<file path="src/rtl/mem_access_ctrl.sv">
// Load/store initiator for the byte-addressed 256x8 data RAM: strobes the bus, waits for done, extends load data.
// Optional feature macro: ALIGN_CHECK_EN (reject misaligned half/word requests without touching the bus).
module mem_access_ctrl #(
    parameter int TIMEOUT_CYCLES = 64
) (
    input  logic        clk,
    input  logic        reset,
    input  logic        req_valid,
    output logic        req_ready,
    input  logic        req_rw,
    input  logic [1:0]  req_size,
    input  logic        req_signed,
    input  logic [7:0]  req_addr,
    input  logic [31:0] req_wdata,
    output logic        rsp_valid,
    output logic        rsp_err,
    output logic [31:0] rsp_rdata,
    output logic        busy,
    output logic        mem_enable,
    output logic        mem_rw,
    output logic [1:0]  mem_dataType,
    output logic [7:0]  mem_address,
    output logic [31:0] mem_dataIn,
    input  logic [31:0] mem_dataOut,
    input  logic        mem_done
);

    localparam logic [1:0] S_IDLE      = 2'd0;
    localparam logic [1:0] S_WAIT_LOW  = 2'd1;
    localparam logic [1:0] S_WAIT_HIGH = 2'd2;
    localparam logic [1:0] S_DONE      = 2'd3;

    localparam logic [7:0] TO_LIMIT = 8'(TIMEOUT_CYCLES);

    function automatic logic [31:0] extend_load(input logic [1:0] size, input logic sgn,
                                                input logic [31:0] d);
        case (size)
            2'b00:   return {{24{sgn & d[7]}}, d[7:0]};
            2'b01:   return {{16{sgn & d[15]}}, d[15:0]};
            default: return d;
        endcase
    endfunction

    logic [1:0]  r_state;
    logic [7:0]  r_cnt;
    logic        r_signed;
    logic        r_mem_enable;
    logic        r_mem_rw;
    logic [1:0]  r_mem_dataType;
    logic [7:0]  r_mem_address;
    logic [31:0] r_mem_dataIn;
    logic        r_rsp_valid;
    logic        r_rsp_err;
    logic [31:0] r_rsp_rdata;

    logic        w_idle;
    logic        w_accept;
    logic        w_misalign;
    logic        w_reject;
    logic [7:0]  w_cnt_next;
    logic        w_timeout;

    assign w_idle     = (r_state == S_IDLE);
    assign w_accept   = req_valid & w_idle;
    assign w_cnt_next = r_cnt + 8'd1;
    assign w_timeout  = (w_cnt_next == TO_LIMIT);

`ifdef ALIGN_CHECK_EN
    assign w_misalign = ((req_size == 2'b01) & req_addr[0]) |
                        ((req_size == 2'b10) & (req_addr[1:0] != 2'b00));
`else
    assign w_misalign = 1'b0;
`endif

    assign w_reject = (req_size == 2'b11) | w_misalign;

    assign req_ready    = w_idle;
    assign busy         = ~w_idle;
    assign mem_enable   = r_mem_enable;
    assign mem_rw       = r_mem_rw;
    assign mem_dataType = r_mem_dataType;
    assign mem_address  = r_mem_address;
    assign mem_dataIn   = r_mem_dataIn;
    assign rsp_valid    = r_rsp_valid;
    assign rsp_err      = r_rsp_err;
    assign rsp_rdata    = r_rsp_rdata;

    always_ff @(posedge clk or posedge reset) begin
        if (reset) begin
            r_state        <= S_IDLE;
            r_cnt          <= 8'd0;
            r_signed       <= 1'b0;
            r_mem_enable   <= 1'b0;
            r_mem_rw       <= 1'b0;
            r_mem_dataType <= 2'b00;
            r_mem_address  <= 8'd0;
            r_mem_dataIn   <= 32'd0;
            r_rsp_valid    <= 1'b0;
            r_rsp_err      <= 1'b0;
            r_rsp_rdata    <= 32'd0;
        end else begin
            case (r_state)
                S_IDLE: begin
                    if (w_accept) begin
                        r_mem_rw       <= req_rw;
                        r_mem_dataType <= req_size;
                        r_mem_address  <= req_addr;
                        r_mem_dataIn   <= req_wdata;
                        r_signed       <= req_signed;
                        r_cnt          <= 8'd0;
                        if (w_reject) begin
                            r_rsp_valid <= 1'b1;
                            r_rsp_err   <= 1'b1;
                            r_rsp_rdata <= 32'd0;
                            r_state     <= S_DONE;
                        end else begin
                            r_mem_enable <= 1'b1;
                            r_state      <= S_WAIT_LOW;
                        end
                    end
                end
                // A done left high by the previous access must fall before completion can be recognised.
                S_WAIT_LOW: begin
                    r_cnt <= w_cnt_next;
                    if (w_timeout) begin
                        r_mem_enable <= 1'b0;
                        r_rsp_valid  <= 1'b1;
                        r_rsp_err    <= 1'b1;
                        r_rsp_rdata  <= 32'd0;
                        r_state      <= S_DONE;
                    end else if (!mem_done) begin
                        r_state <= S_WAIT_HIGH;
                    end
                end
                S_WAIT_HIGH: begin
                    r_cnt <= w_cnt_next;
                    if (mem_done) begin
                        r_mem_enable <= 1'b0;
                        r_rsp_valid  <= 1'b1;
                        r_rsp_err    <= 1'b0;
                        r_rsp_rdata  <= r_mem_rw ? 32'd0
                                                 : extend_load(r_mem_dataType, r_signed, mem_dataOut);
                        r_state      <= S_DONE;
                    end else if (w_timeout) begin
                        r_mem_enable <= 1'b0;
                        r_rsp_valid  <= 1'b1;
                        r_rsp_err    <= 1'b1;
                        r_rsp_rdata  <= 32'd0;
                        r_state      <= S_DONE;
                    end
                end
                S_DONE: begin
                    r_rsp_valid <= 1'b0;
                    r_rsp_err   <= 1'b0;
                    r_rsp_rdata <= 32'd0;
                    r_state     <= S_IDLE;
                end
                default: r_state <= S_IDLE;
            endcase
        end
    end

endmodule

</file>
<file path="config.mk">
export PLATFORM = sky130hd
export DESIGN_NAME = mem_access_ctrl
export DESIGN_NICKNAME = d
export VERILOG_FILES = /design/src/rtl/mem_access_ctrl.sv
export SDC_FILE = /design/constraint.sdc
export NUM_CORES = 1
export LEC_CHECK = 0
export CORE_MARGIN = 4
export CORE_UTILIZATION = 42
export CTS_BUF_LIST = sky130_fd_sc_hd__clkbuf_4
export DETAILED_ROUTE_END_ITERATION = 10
export GPL_ROUTABILITY_DRIVEN = 1
export PLACE_DENSITY = 0.79
export SYNTH_ARGS = -nofsm -noshare
export SYNTH_HDL_FRONTEND = slang
export SYNTH_SLANG_ARGS = --single-unit
export TNS_END_PERCENT = 10
</file>
<file path="constraint.sdc">
create_clock -name clk -period 2.5 [get_ports clk]
set_clock_uncertainty 0.15 [all_clocks]
set_input_delay 0.25 -clock clk [delete_from_list [all_inputs] [get_ports clk]]
set_output_delay 0.25 -clock clk [all_outputs]
set_load 0.005 [all_outputs]
</file>
### Word-level counts from Yosys, hierarchy flattened

Index checks and enable logic that the tools add are counted.

* add/subtract/negate cells: 1
* equal/unequal tests: 11
* multiplexer cells: 29
* bitwise gates (word level): 4
* reductions and logical operators: 10

Operator list (count)
* $mux 32: 5
* $pmux 32 s4: 1
* $pmux 32 s2: 1
* $pmux 8 s2: 1
* $mux 2: 6
* $mux 1: 10
* $add 8x1->8 const B: 1
* $eq 8x7->1 const B: 1
* $mux 8: 1
* $pmux 1 s4: 2
* $pmux 2 s4: 1
* $eq 2x2->1 const B: 3
* $ne 3x3->1 const B: 2
* $reduce_and 2->1: 3
* $reduce_and 3->1: 2
* $eq 2x1->1 const B: 2
* $logic_not 2->1: 2
* $ne 2x1->1 const B: 2
* $and 1x1->1: 3
* $pmux 1 s3: 1
* $reduce_bool 3->1: 1
* $ne 2x2->1 const B: 1
* $reduce_bool 2->1: 1
* $reduce_or 2->1: 1
* $not 1->1: 1

* register bits: 89
* output and inout port bits: 80

### Logic depth before layout (Yosys ltp)

Gate-level depths: netlist (run 1).

* depth in word-level cells: 5
* mapped depth: 9
* gate-level depth less buffers: 7

### Worst setup path after synthesis (run 1)

OpenSTA, ideal clock, no wires.

* kind: register to register
* start: reg r_state[0]
* end: reg r_rsp_rdata[16] (netlist: rsp_rdata[16])
* setup time: 0.118 ns
* arrival time: 2.031 ns
* required time: 2.232 ns
* slack: 0.201 ns
* stages on the path, launching flop included: 10
* path buffers: 2
* cell sequence: dfrtp_1 inv_1 ha_1 clkbuf_1 and4_1 o32ai_1 clkbuf_1 a31o_2 o21ai_1 a21o_1

* cells in the longest elaborated chain, start to end: 4
* elaborated cells between the ends (all ways): 9

RTL lines
* start, declared: line 44 `logic [1:0] r_state;`
* start signal, assigned: line 90 `r_state <= S_IDLE;`
* start signal, assigned: line 115 `r_state <= S_DONE;`
* start signal, assigned: line 118 `r_state <= S_WAIT_LOW;`
* $logic_not 2->1: line 63, 102
* $and 1x1->1: line 64 `assign w_accept = req_valid & w_idle;`
* $ne 2x1->1 (no line)
* $reduce_and 2->1 (no line)
* end signal, assigned: line 141 `r_rsp_rdata <= r_mem_rw ? 32'd0`
* end, declared: line 54 `logic [31:0] r_rsp_rdata;`

Several ways; a longest one is shown, not always the timed one.
A chain may end at the register's enable or synchronous reset.

### Worst setup path in the final report (run 1)

* start: reg r_cnt[1]
* end: reg r_rsp_rdata[10] (netlist: rsp_rdata[10])

* cells in the longest elaborated chain, start to end: 5

RTL lines
* start, declared: line 45 `logic [7:0] r_cnt;`
* start signal, assigned: line 124 `r_cnt <= w_cnt_next;`
* start signal, assigned: line 136 `r_cnt <= w_cnt_next;`
* $add 8x1->8 *: line 65 `assign w_cnt_next = r_cnt + 8'd1;`
* $eq 8x7->1 *: line 66 `assign w_timeout = (w_cnt_next == TO_LIMIT);`
* $mux 32 *
* $mux 32
* $pmux 32 s4 *

Mark *: on every way between the ends. The rest lies on a longest branch, timed or not.

==> results of run 1 <==
placed cells by master (no fill, tap or decap), types with 2 or more instances in the layout:
| cell type | n |
|---|---|
| a211o_1 | 2 |
| a211oi_1 | 8 |
| a21o_1 | 25 |
| a21oi_1 | 13 |
| a22o_1 | 4 |
| a31o_2 | 23 |
| and3_1 | 2 |
| buf_12 | 4 |
| buf_4 | 16 |
| clkbuf_4 | 9 |
| clkdlybuf4s50_1 | 159 |
| clkinv_4 | 2 |
| clkinvlp_4 | 3 |
| dfrtp_1 | 88 |
| ha_1 | 5 |
| inv_1 | 15 |
| mux2_2 | 45 |
| mux2i_1 | 3 |
| nand2_1 | 30 |
| nand2b_1 | 2 |
| nand3_1 | 13 |
| nand3b_1 | 3 |
| nand4_1 | 2 |
| nor2_1 | 9 |
| nor2b_1 | 18 |
| nor3_1 | 18 |
| o211ai_1 | 3 |
| o21ai_0 | 13 |
| o21ai_1 | 28 |
| o31ai_1 | 8 |
| o32ai_1 | 2 |
| or2_2 | 2 |
metrics by stage:
stage / instances / power (uW) / setup slack (ns) / hold slack (ns)
floorplan: 429 / 4310 / 0.201 / 0.247
detailed placement: 715 / 6100 / 0.0999 / 0.319
CTS: 731 / 6940 / 0.0838 / 0.0971
finish: 731 / 6890 / 0.119 / 0.102
global route: 731 / 7410 / 0.000838 / 0.125
global placement: 715 / 5950 / 0.176 / 0.311
flip-flops by register name (all words and copies together), names as in the netlist:
name	flops
mem_rw	1
r_state	2
rsp_err	1
mem_dataType	2
rsp_rdata	32
mem_enable	1
r_cnt	8
mem_address	8
r_signed	1
rsp_valid	1
mem_dataIn	32
path summary, 6_finish.rpt:
check / slack, ns / cells past startpoint / from / endpoint
setup / recovery: 0.12 / 7 / r_cnt[1] / rsp_rdata[10]
hold / removal: 0.10 / 2 / reset / mem_dataIn[29]
setup reg to reg: 0.12 / 7 / r_cnt[1] / rsp_rdata[10]
hold reg to reg: 0.35 / 1 / rsp_rdata[8] / rsp_rdata[8]
max in group asynchronous: 1.51 / 3 / reset / rsp_rdata[12]
min in group clk: 0.26 / 3 / mem_dataOut[3] / rsp_rdata[3]
cell families after synthesis:
kind of cell / synth area share
AOI/OAI and AO/OA: 0.210
and+or+nand+nor: 0.117
DFF: 0.495
muxes: 0.119
buffers and inverters: 0.0448
adders and majority gates: 0.0139
routing by layer:
| layer | track usage | vias to the layer above | share of wire |
|---|---|---|---|
| li1 | - | 1881 | - |
| met1 | 0.242 | 1959 | 0.38 |
| met2 | 0.322 | 203 | 0.47 |
| met3 | 0.0897 | 36 | 0.11 |
| met4 | 0.0916 | 0 | 0.032 |
| met5 | 0 | - | 0 |
worst max-delay path, stage by stage, from the launching register on:
cell      delay [ns]
dfrtp_2         0.44
ha_1            0.18
or3b_1          0.35
a211o_1         0.33
a221oi_4        0.29
buf_4           0.24
o21ai_1         0.10
a21o_1          0.19
power groups by stage:
stage	clock network (uW)	registers [uW]	logic, uW
3_3_place_gp	0	2260	3690
6_report	814	2280	3800
2_1_floorplan	0	2270	2040
5_1_grt	895	2350	4170
3_5_place_dp	0	2300	3810
4_1_cts	832	2280	3830
final cells by class:
type,instances,share of cell area
multi-input combinational,294,0.323
clock buffer,9,0.0104
tap,136,0.0262
timing repair buffer,180,0.277
sequential,89,0.343
clock inverter,7,0.0110
inverter,16,0.00982
timing repair:
item,CTS,global route
endpoints found under the hold margin,0,0
gates resized for setup,0,3
setup endpoints to repair,0,29
==> results by group, run 1 <==
Global route
  – GRT Util Overall: 0.204
  – Vias in the first global route: 4302
  – Initial antenna violation count: 0
  – First-pass GRT wire length: around 21000 um
  – GRT overflow: 0
  – Largest net degree at the start of global routing: 45

Clock network
  – CTS Sinks: 89
  – CTS Buffer Depth: 2
  – CTS tree: yes
  – Clk slew on worst S/H paths: roughly 0.14 ns
  – H-tree depth: 3
  – Number of buffers created by CTS: 9
  – Setup Fix Bufs, Post-CTS: 0
  – Clock Latency Late Sink: between 0.4 and 0.5 ns
  – Clock Root Buffer: clkbuf_4
  – Cts hold-fix bufs: 0

Power
  – Clock power share: 0.118
  – Max rail drop VDD: ~0.62 mV
  – Pwr dens: around 1100 nW/um2
  – Switching share of power: 0.375
  – Leakage power total: between 0.002 and 0.003 uW
  – NetSw: ~2600 uW
  – Seq pwr share: 0.331
  – Comb power frac: 0.551
  – Int Pwr: around 4300 uW

Synthesis
  – Syn Inst Count: approximately 430
  – Post-synthesis register bit count: around 90
  – Post-synth EDFFs: 0
  – Top-count cell post-synth: dfrtp_1
  – Post-synth ARST share: 1.00
  – Mapped Nets: roughly 510
  – Synth warn: 0
  – Main synth FF type: dfrtp_1
  – Sequential area share after synthesis: 0.495
  – Mean Syn Cell Area: ~10 um2
  – Post-synthesis cell type count: 40
  – Area leader, netlist: dfrtp_1
  – Synth Cell Area: 4500 um2
  – Synth top area share: 0.495
  – Main area contributors after synthesis: dfrtp_1 (49%), mux2_2 (11%), a31o_2 (4.5%)
  – Most common library cells after synthesis: dfrtp_1 (89), mux2_2 (45), nand2_1 (31)

Status
  – Outcome: finished clean

Floorplan
  – Initial Utilization: 0.434
  – Die area: approximately 12000 um2
  – DIE WIDTH: roughly 110 um
  – Placeable Area: a little over 10000 um2
  – Die height: between 100 and 150 um
  – Std-Cell Rows: 37
  – I/O pin cnt: 160

Routing
  – WL final: roughly 13000 um
  – Via count: 4079
  – Drt drc: 0
  – Via/cell ratio: 5.58
  – ANT nets after route: 0
  – DR pass1 iterations: 5
  – Drt wl/cell: 17.4 um
  – Initial DRC Count: roughly 240

Timing
  – Tcrit/Tclk final: 0.952
  – Fin Setup TNS: 0 ns
  – Slew Viols, Final: 0
  – Hold Vio Cnt, Final: 0
  – Tmin final: around 2.4 ns
  – FMAX: around 0.42 GHz
  – Least-Margin Pin Slew: 0.687 ns
  – RSZ-0062 raised after global routing: no
  – Setup-failing EPs final: 0
  – Worst slew margin: 0.541

Final layout
  – Fin nets: between 600 and 700
  – Fill cells: between 800 and 900
  – Final core utilization: 0.627
  – Ant. Diodes: 0
  – Seq. cell area: 2230 um2
  – Multi-input logic area: between 2000 and 2500 um2
  – Cell area after layout: 6500 um2
  – Fraction of layout cells with a size suffix above 1: 0.190
  – Area grow syn2layout: 44.5%

Worst setup path
  – CP arrival: 2.56 ns
  – Crit path kind: flop to flop
  – Req. time, crit path: between 2 and 3 ns
  – Max FO, Critical Path: 11
  – Endpoint class of the critical path: flop
  – Crit path launch type: flop

Place
  – Placed Area: roughly 6400 um2
  – Detail Placement HPWL: just over 9000 um
  – I/O Buffers: 159
  – RePlAce Congestion: between 0.8 and 0.9

Job
  – MaxCap Viol Count: 0

Min path
  – HP Class: input port to async pin
No activity file was read; power rests on OpenSTA's default activity.
==> inputs of run 2 (changes only) <==
--- a/config.mk
+++ b/config.mk
@@ -5,6 +5,7 @@
 export SDC_FILE = /design/constraint.sdc
 export NUM_CORES = 1
 export LEC_CHECK = 0
+export CAP_MARGIN = 20
 export CORE_MARGIN = 4
 export CORE_UTILIZATION = 42
 export CTS_BUF_LIST = sky130_fd_sc_hd__clkbuf_4
@@ -14,4 +15,4 @@
 export SYNTH_ARGS = -nofsm -noshare
 export SYNTH_HDL_FRONTEND = slang
 export SYNTH_SLANG_ARGS = --single-unit
-export TNS_END_PERCENT = 10
+export TNS_END_PERCENT = 50
==> results of run 2 <==
The final DEF is identical to that of run 1; final timing and power are the same.
==> inputs of run 3 (changes only) <==
--- a/config.mk
+++ b/config.mk
@@ -12,6 +12,7 @@
 export DETAILED_ROUTE_END_ITERATION = 10
 export GPL_ROUTABILITY_DRIVEN = 1
 export PLACE_DENSITY = 0.79
+export REMOVE_ABC_BUFFERS = 1
 export SYNTH_ARGS = -nofsm -noshare
 export SYNTH_HDL_FRONTEND = slang
 export SYNTH_SLANG_ARGS = --single-unit
==> run 3 against run 2 <==
Power shrank 0.88%. Setup slack lost 0.041 ns. First-iteration DRC count grew 10%. Hold slack lost 0.015 ns. Final cell count shrank 0.14%. Critical path type is now flop to primary output. Highest routed layer unchanged.
==> results by group, run 3 (synthesized netlist as in run 1, its figures left out) <==
Clock network
  – CTS Sinks: 89
  – Clock Root Buffer: clkbuf_4
  – Clock Latency Late Sink: around 0.43 ns
  – Setup Fix Bufs, Post-CTS: 0
  – Clk slew on worst S/H paths: 0.13 ns
  – CTS tree: yes
  – CTS Buffer Depth: 2
  – Number of buffers created by CTS: 9
  – Cts hold-fix bufs: 0
  – H-tree depth: 3

Timing
  – Tmin final: between 2 and 2.5 ns
  – RSZ-0062 raised after global routing: yes
  – Hold Vio Cnt, Final: 0
  – Slew Viols, Final: 0
  – Worst slew margin: 0.605
  – Tcrit/Tclk final: 0.969
  – Final hold slack: 0.0864 ns
  – Least-Margin Pin Slew: 0.591 ns
  – Setup-failing EPs final: 0
  – FMAX: approximately 0.41 GHz

Worst setup path
  – Cell depth of the worst setup path: 4
  – CP endpoint: req_ready
  – Endpoint class of the critical path: primary output
  – Crit path kind: flop to primary output
  – Setup slack, reg-to-reg: around 0.13 ns
  – Slowest cell delay on critical path: between 0.5 and 0.6 ns
  – Max FO, Critical Path: 9
  – Reg2reg end: rsp_rdata[18]
  – CP max-delay cell: clkdlybuf4s50_1
  – FF-to-FF path depth: 7
  – Req. time, crit path: 2.10 ns
  – CP arrival: just over 2 ns
  – Crit path launch: r_state[0]
  – CP Cell Sequence: inv_1 -> ha_2 -> buf_4 -> clkdlybuf4s50_1
  – Top cell family by delay on the critical path: buffers and inverters
  – R2r startpoint: r_cnt[0]
  – Crit path buf inv count: 3
  – Crit path launch type: flop

Floorplan
  – Die height: between 100 and 150 um
  – Die area: approximately 12000 um2
  – Std-Cell Rows: 37
  – Initial Utilization: 0.434
  – I/O pin cnt: 160
  – Placeable Area: 10400 um2
  – DIE WIDTH: 112 um

Place
  – Placed Area: between 6000 and 7000 um2
  – I/O Buffers: about 160
  – Detail Placement HPWL: about 9500 um
  – RePlAce Congestion: 0.858

Final layout
  – Fin nets: around 680
  – Area grow syn2layout: 43.4%
  – Fraction of layout cells with a size suffix above 1: 0.189
  – Commonest non-fill, non-tap cell in the layout: clkdlybuf4s50_1
  – Cell area after layout: between 6000 and 7000 um2
  – Ant. Diodes: 0
  – Fill cells: around 850
  – Most frequent cells in the layout: clkdlybuf4s50_1 (159), dfrtp_1 (89), mux2_2 (45)
  – Final core utilization: 0.622

Status
  – Outcome: finished clean

Routing
  – WL final: about 13000 um
  – Via count: approximately 4000
  – ANT nets after route: 0
  – Drt wl/cell: approximately 18 um
  – DR pass1 iterations: 4
  – Initial DRC Count: ~260
  – Via/cell ratio: 5.48
  – Drt drc: 0

Power
  – Clock power share: 0.102
  – NetSw: approximately 2600 uW
  – Seq pwr share: 0.334
  – Comb power frac: 0.564
  – Int Pwr: about 4200 uW
  – Leakage power total: 0.00282 uW
  – Max rail drop VDD: roughly 0.66 mV
  – Pwr dens: ~1100 nW/um2
  – Switching share of power: 0.378

Global route
  – First-pass GRT wire length: between 20000 and 25000 um
  – GRT overflow: 0
  – Largest net degree at the start of global routing: 90
  – GRT Util Overall: 0.205
  – Vias in the first global route: roughly 4100
  – Initial antenna violation count: 0

Job
  – MaxCap Viol Count: 0

Min path
  – HP Class: input port to async pin
==> run 3: cell count changes in the layout (fill, tap and decap cells not counted) <==
cell        delta
ha_1           -1
ha_2           +1
clkbuf_4       +2
bufinv_16      -1
buf_12         -1
clkinv_2       +2
buf_4          +1
clkinv_4       -2
dfrtp_2        -1
dfrtp_1        +1
clkinvlp_4     -2
==> run 3: repair_timing <==
action                                 4_1_cts  5_1_grt
setup endpoints to repair                    1       17
resized for setup                            1        2
endpoints found under the hold margin        0        0
==> run 3: worst min path at each step <==
stage	start	endpoint	depth (start not counted)
final	reset	mem_dataIn[28]	3
after global routing	reset	mem_dataIn[30]	3
after detailed placement	rsp_rdata[31]	rsp_rdata[31]	1
after CTS	reset	rsp_rdata[21]	3
after global placement	rsp_rdata[22]	rsp_rdata[22]	1
after floorplan	mem_done	rsp_rdata[7]	2
==> run 3: layout make-up <==
type	instances	area, um2	share of cell area
sequential	89	2230	0.345
timing repair buffer	180	1790	0.277
clock inverter	4	21.3	0.00330
clock buffer	11	82.6	0.0128
tap	136	170	0.0264
inverter	16	61.3	0.00950
multi-input combinational	294	2100	0.325
==> run 3: power groups by stage <==
stage	combinational, uW	clock [uW]	sequential, uW
floorplan	1910	0	2320
CTS	3870	717	2290
global placement	3740	0	2280
detailed placement	3850	0	2310
finish	3850	697	2290
global route	4220	772	2350
==> run 3: stage by stage <==
step | power, uW | instances | setup WS [ns] | TNS [ns]
after floorplan | 4240 | 399 | -1.03 | -47.71
after global placement | 6020 | 715 | 0.168 | 0
after detailed placement | 6160 | 715 | 0.113 | 0
after CTS | 6870 | 730 | 0.0595 | 0
after global routing | 7340 | 730 | -0.0143 | -0.0143
final | 6830 | 730 | 0.0780 | 0
==> run 3: worst reg2reg max path, delay by kind of cell (launching register included) <==
family | cells | cell delay [ns]
flip-flops | 1 | 0.37
buffers and inverters | 1 | 0.22
AO/OA/AOI/OAI | 4 | 0.93
AND/OR/NAND/NOR | 1 | 0.36
adder cells (fa/ha/maj) | 1 | 0.24
==> run 3: routing by layer <==
layer / part of all wire / global-route usage / wire [um] / vias up
met3: 0.11 / 0.0918 / 1470 / 19
met1: 0.38 / 0.237 / 4980 / 1940
met4: 0.017 / 0.0657 / 219 / 0
met2: 0.49 / 0.341 / 6320 / 160
met5: 0 / 0 / 0 / -
li1: - / - / - / 1878
==> patch (flow settings as in run 3) <==
Put one more register stage on the output `rsp_err`, cleared by the reset. The value now appears one clock later. The other outputs are not delayed to match.
--- a/src/rtl/mem_access_ctrl.sv
+++ b/src/rtl/mem_access_ctrl.sv
@@ -82,7 +82,13 @@
     assign mem_address  = r_mem_address;
     assign mem_dataIn   = r_mem_dataIn;
     assign rsp_valid    = r_rsp_valid;
-    assign rsp_err      = r_rsp_err;
+    always_ff @(posedge clk or posedge reset) begin
+        if (reset) begin
+            rsp_err <= '0;
+        end else begin
+            rsp_err <= r_rsp_err;
+        end
+    end
     assign rsp_rdata    = r_rsp_rdata;
 
     always_ff @(posedge clk or posedge reset) begin
Check against the original RTL: not equivalent (Yosys sat finds a counterexample within 4 cycles, from zero or initial values and one cycle with reset high).
==> patch against run 3 <==
  * Power up 5.4%
  * Sequential share of layout area fell by 0.44 points
  * Maximum frequency about the same
  * Cell area grew 2.4%
  * Core utilization rose by 1.2 points
  * Setup slack better by 0.0021 ns
  * Non-clock buffer count rose by 3
  * Sequential cell count up 1
  * Hold slack worse by 0.052 ns
  * Wire length is 2.6% higher
  * Synthesized area grew 0.56%
  * Critical path type unchanged
  * Largest power group unchanged
  * Highest routed layer unchanged
==> patch: results (changes against run 3) <==
* Status: complete, no violations
* Clock share of power at 13.2% (+3.0 points)
* Met3 usage at 9.02% (-0.16 points)
* Layout Nets at 680 (+0.74%)
* DR vias/cell at 5.50 (+0.43%)
* NetSw at 2.68 mW (+3.6%)
* Reg2reg start: r_cnt[1]$_DFFE_PP0P_
* Max VDD drop at 0.633 mV (-3.6%)
* Clk Latency, worst-skew pair at 0.45 ns (+0.02 ns)
* Met1 Resource Use GR at 24.2% (+0.45 points)
* Placer Congestion at 0.826 (-3.8%)
* CP Capture Point: busy
* Cells after DPL at 718 (+0.42%)
* Worst hold slack at 0.0346 ns (-0.0518 ns)
* Ranking of synthesized cells by area: dfrtp_1 50%, mux2_2 11%, a31o_2 4.5%
* DR iter-0 viols at 178 (-31%)
* Leakage at 2.88 nW (+2.1%)
* Global-route wire length before repair at 21.3 mm (+2.6%)
* Post_cts resized at 2 (+1)
* Max_slew headroom at 56.3% (-4.2 points)
* Post-synthesis sequential area ratio at 49.8% (+0.28 points)
* Pwr Total at 7.20 mW (+5.4%)
* WL per Instance at 18.1 µm (+1.8%)
* Pin count of the biggest net entering global routing at 46 (-49%)
* Metal-1 WL at 5.22 mm (+4.9%)
* Total GRT Usage at 21.1% (+0.59 points)
* Post-DP HPWL at 9.48 mm (-0.58%)
* Via count at 4,047 (+1.3%)
==> patch: cell families (layout without fill, tap and decap cells) <==
kind of cell               after synthesis  after routing  synth area share, %
AOI/OAI and AO/OA                      136            137                 20.9
buffers and inverters                   46            215                 4.45
and+or+nand+nor                        105            105                 11.6
DFF                                     90             90                 49.8
muxes                                   48             48                 11.9
adders and majority gates                5              5                 1.38
==> patch: critical path, cell delays in order, from the launching register on <==
cell and delay (ns):
dfrtp_1 0.39, inv_1 0.07, buf_4 0.13, ha_1 0.24, buf_6 0.17, inv_2 0.08
clkdlybuf4s50_1 0.50
==> patch: area by class of cell <==
cell class | count | area [µm²]
sequential | 90 | 2250
fill | 852 | 3810
multi-input combinational | 295 | 2130
tap | 136 | 170
inverter | 16 | 61.3
clock inverter | 6 | 90.1
clock buffer | 10 | 75.1
timing repair buffer | 183 | 1830
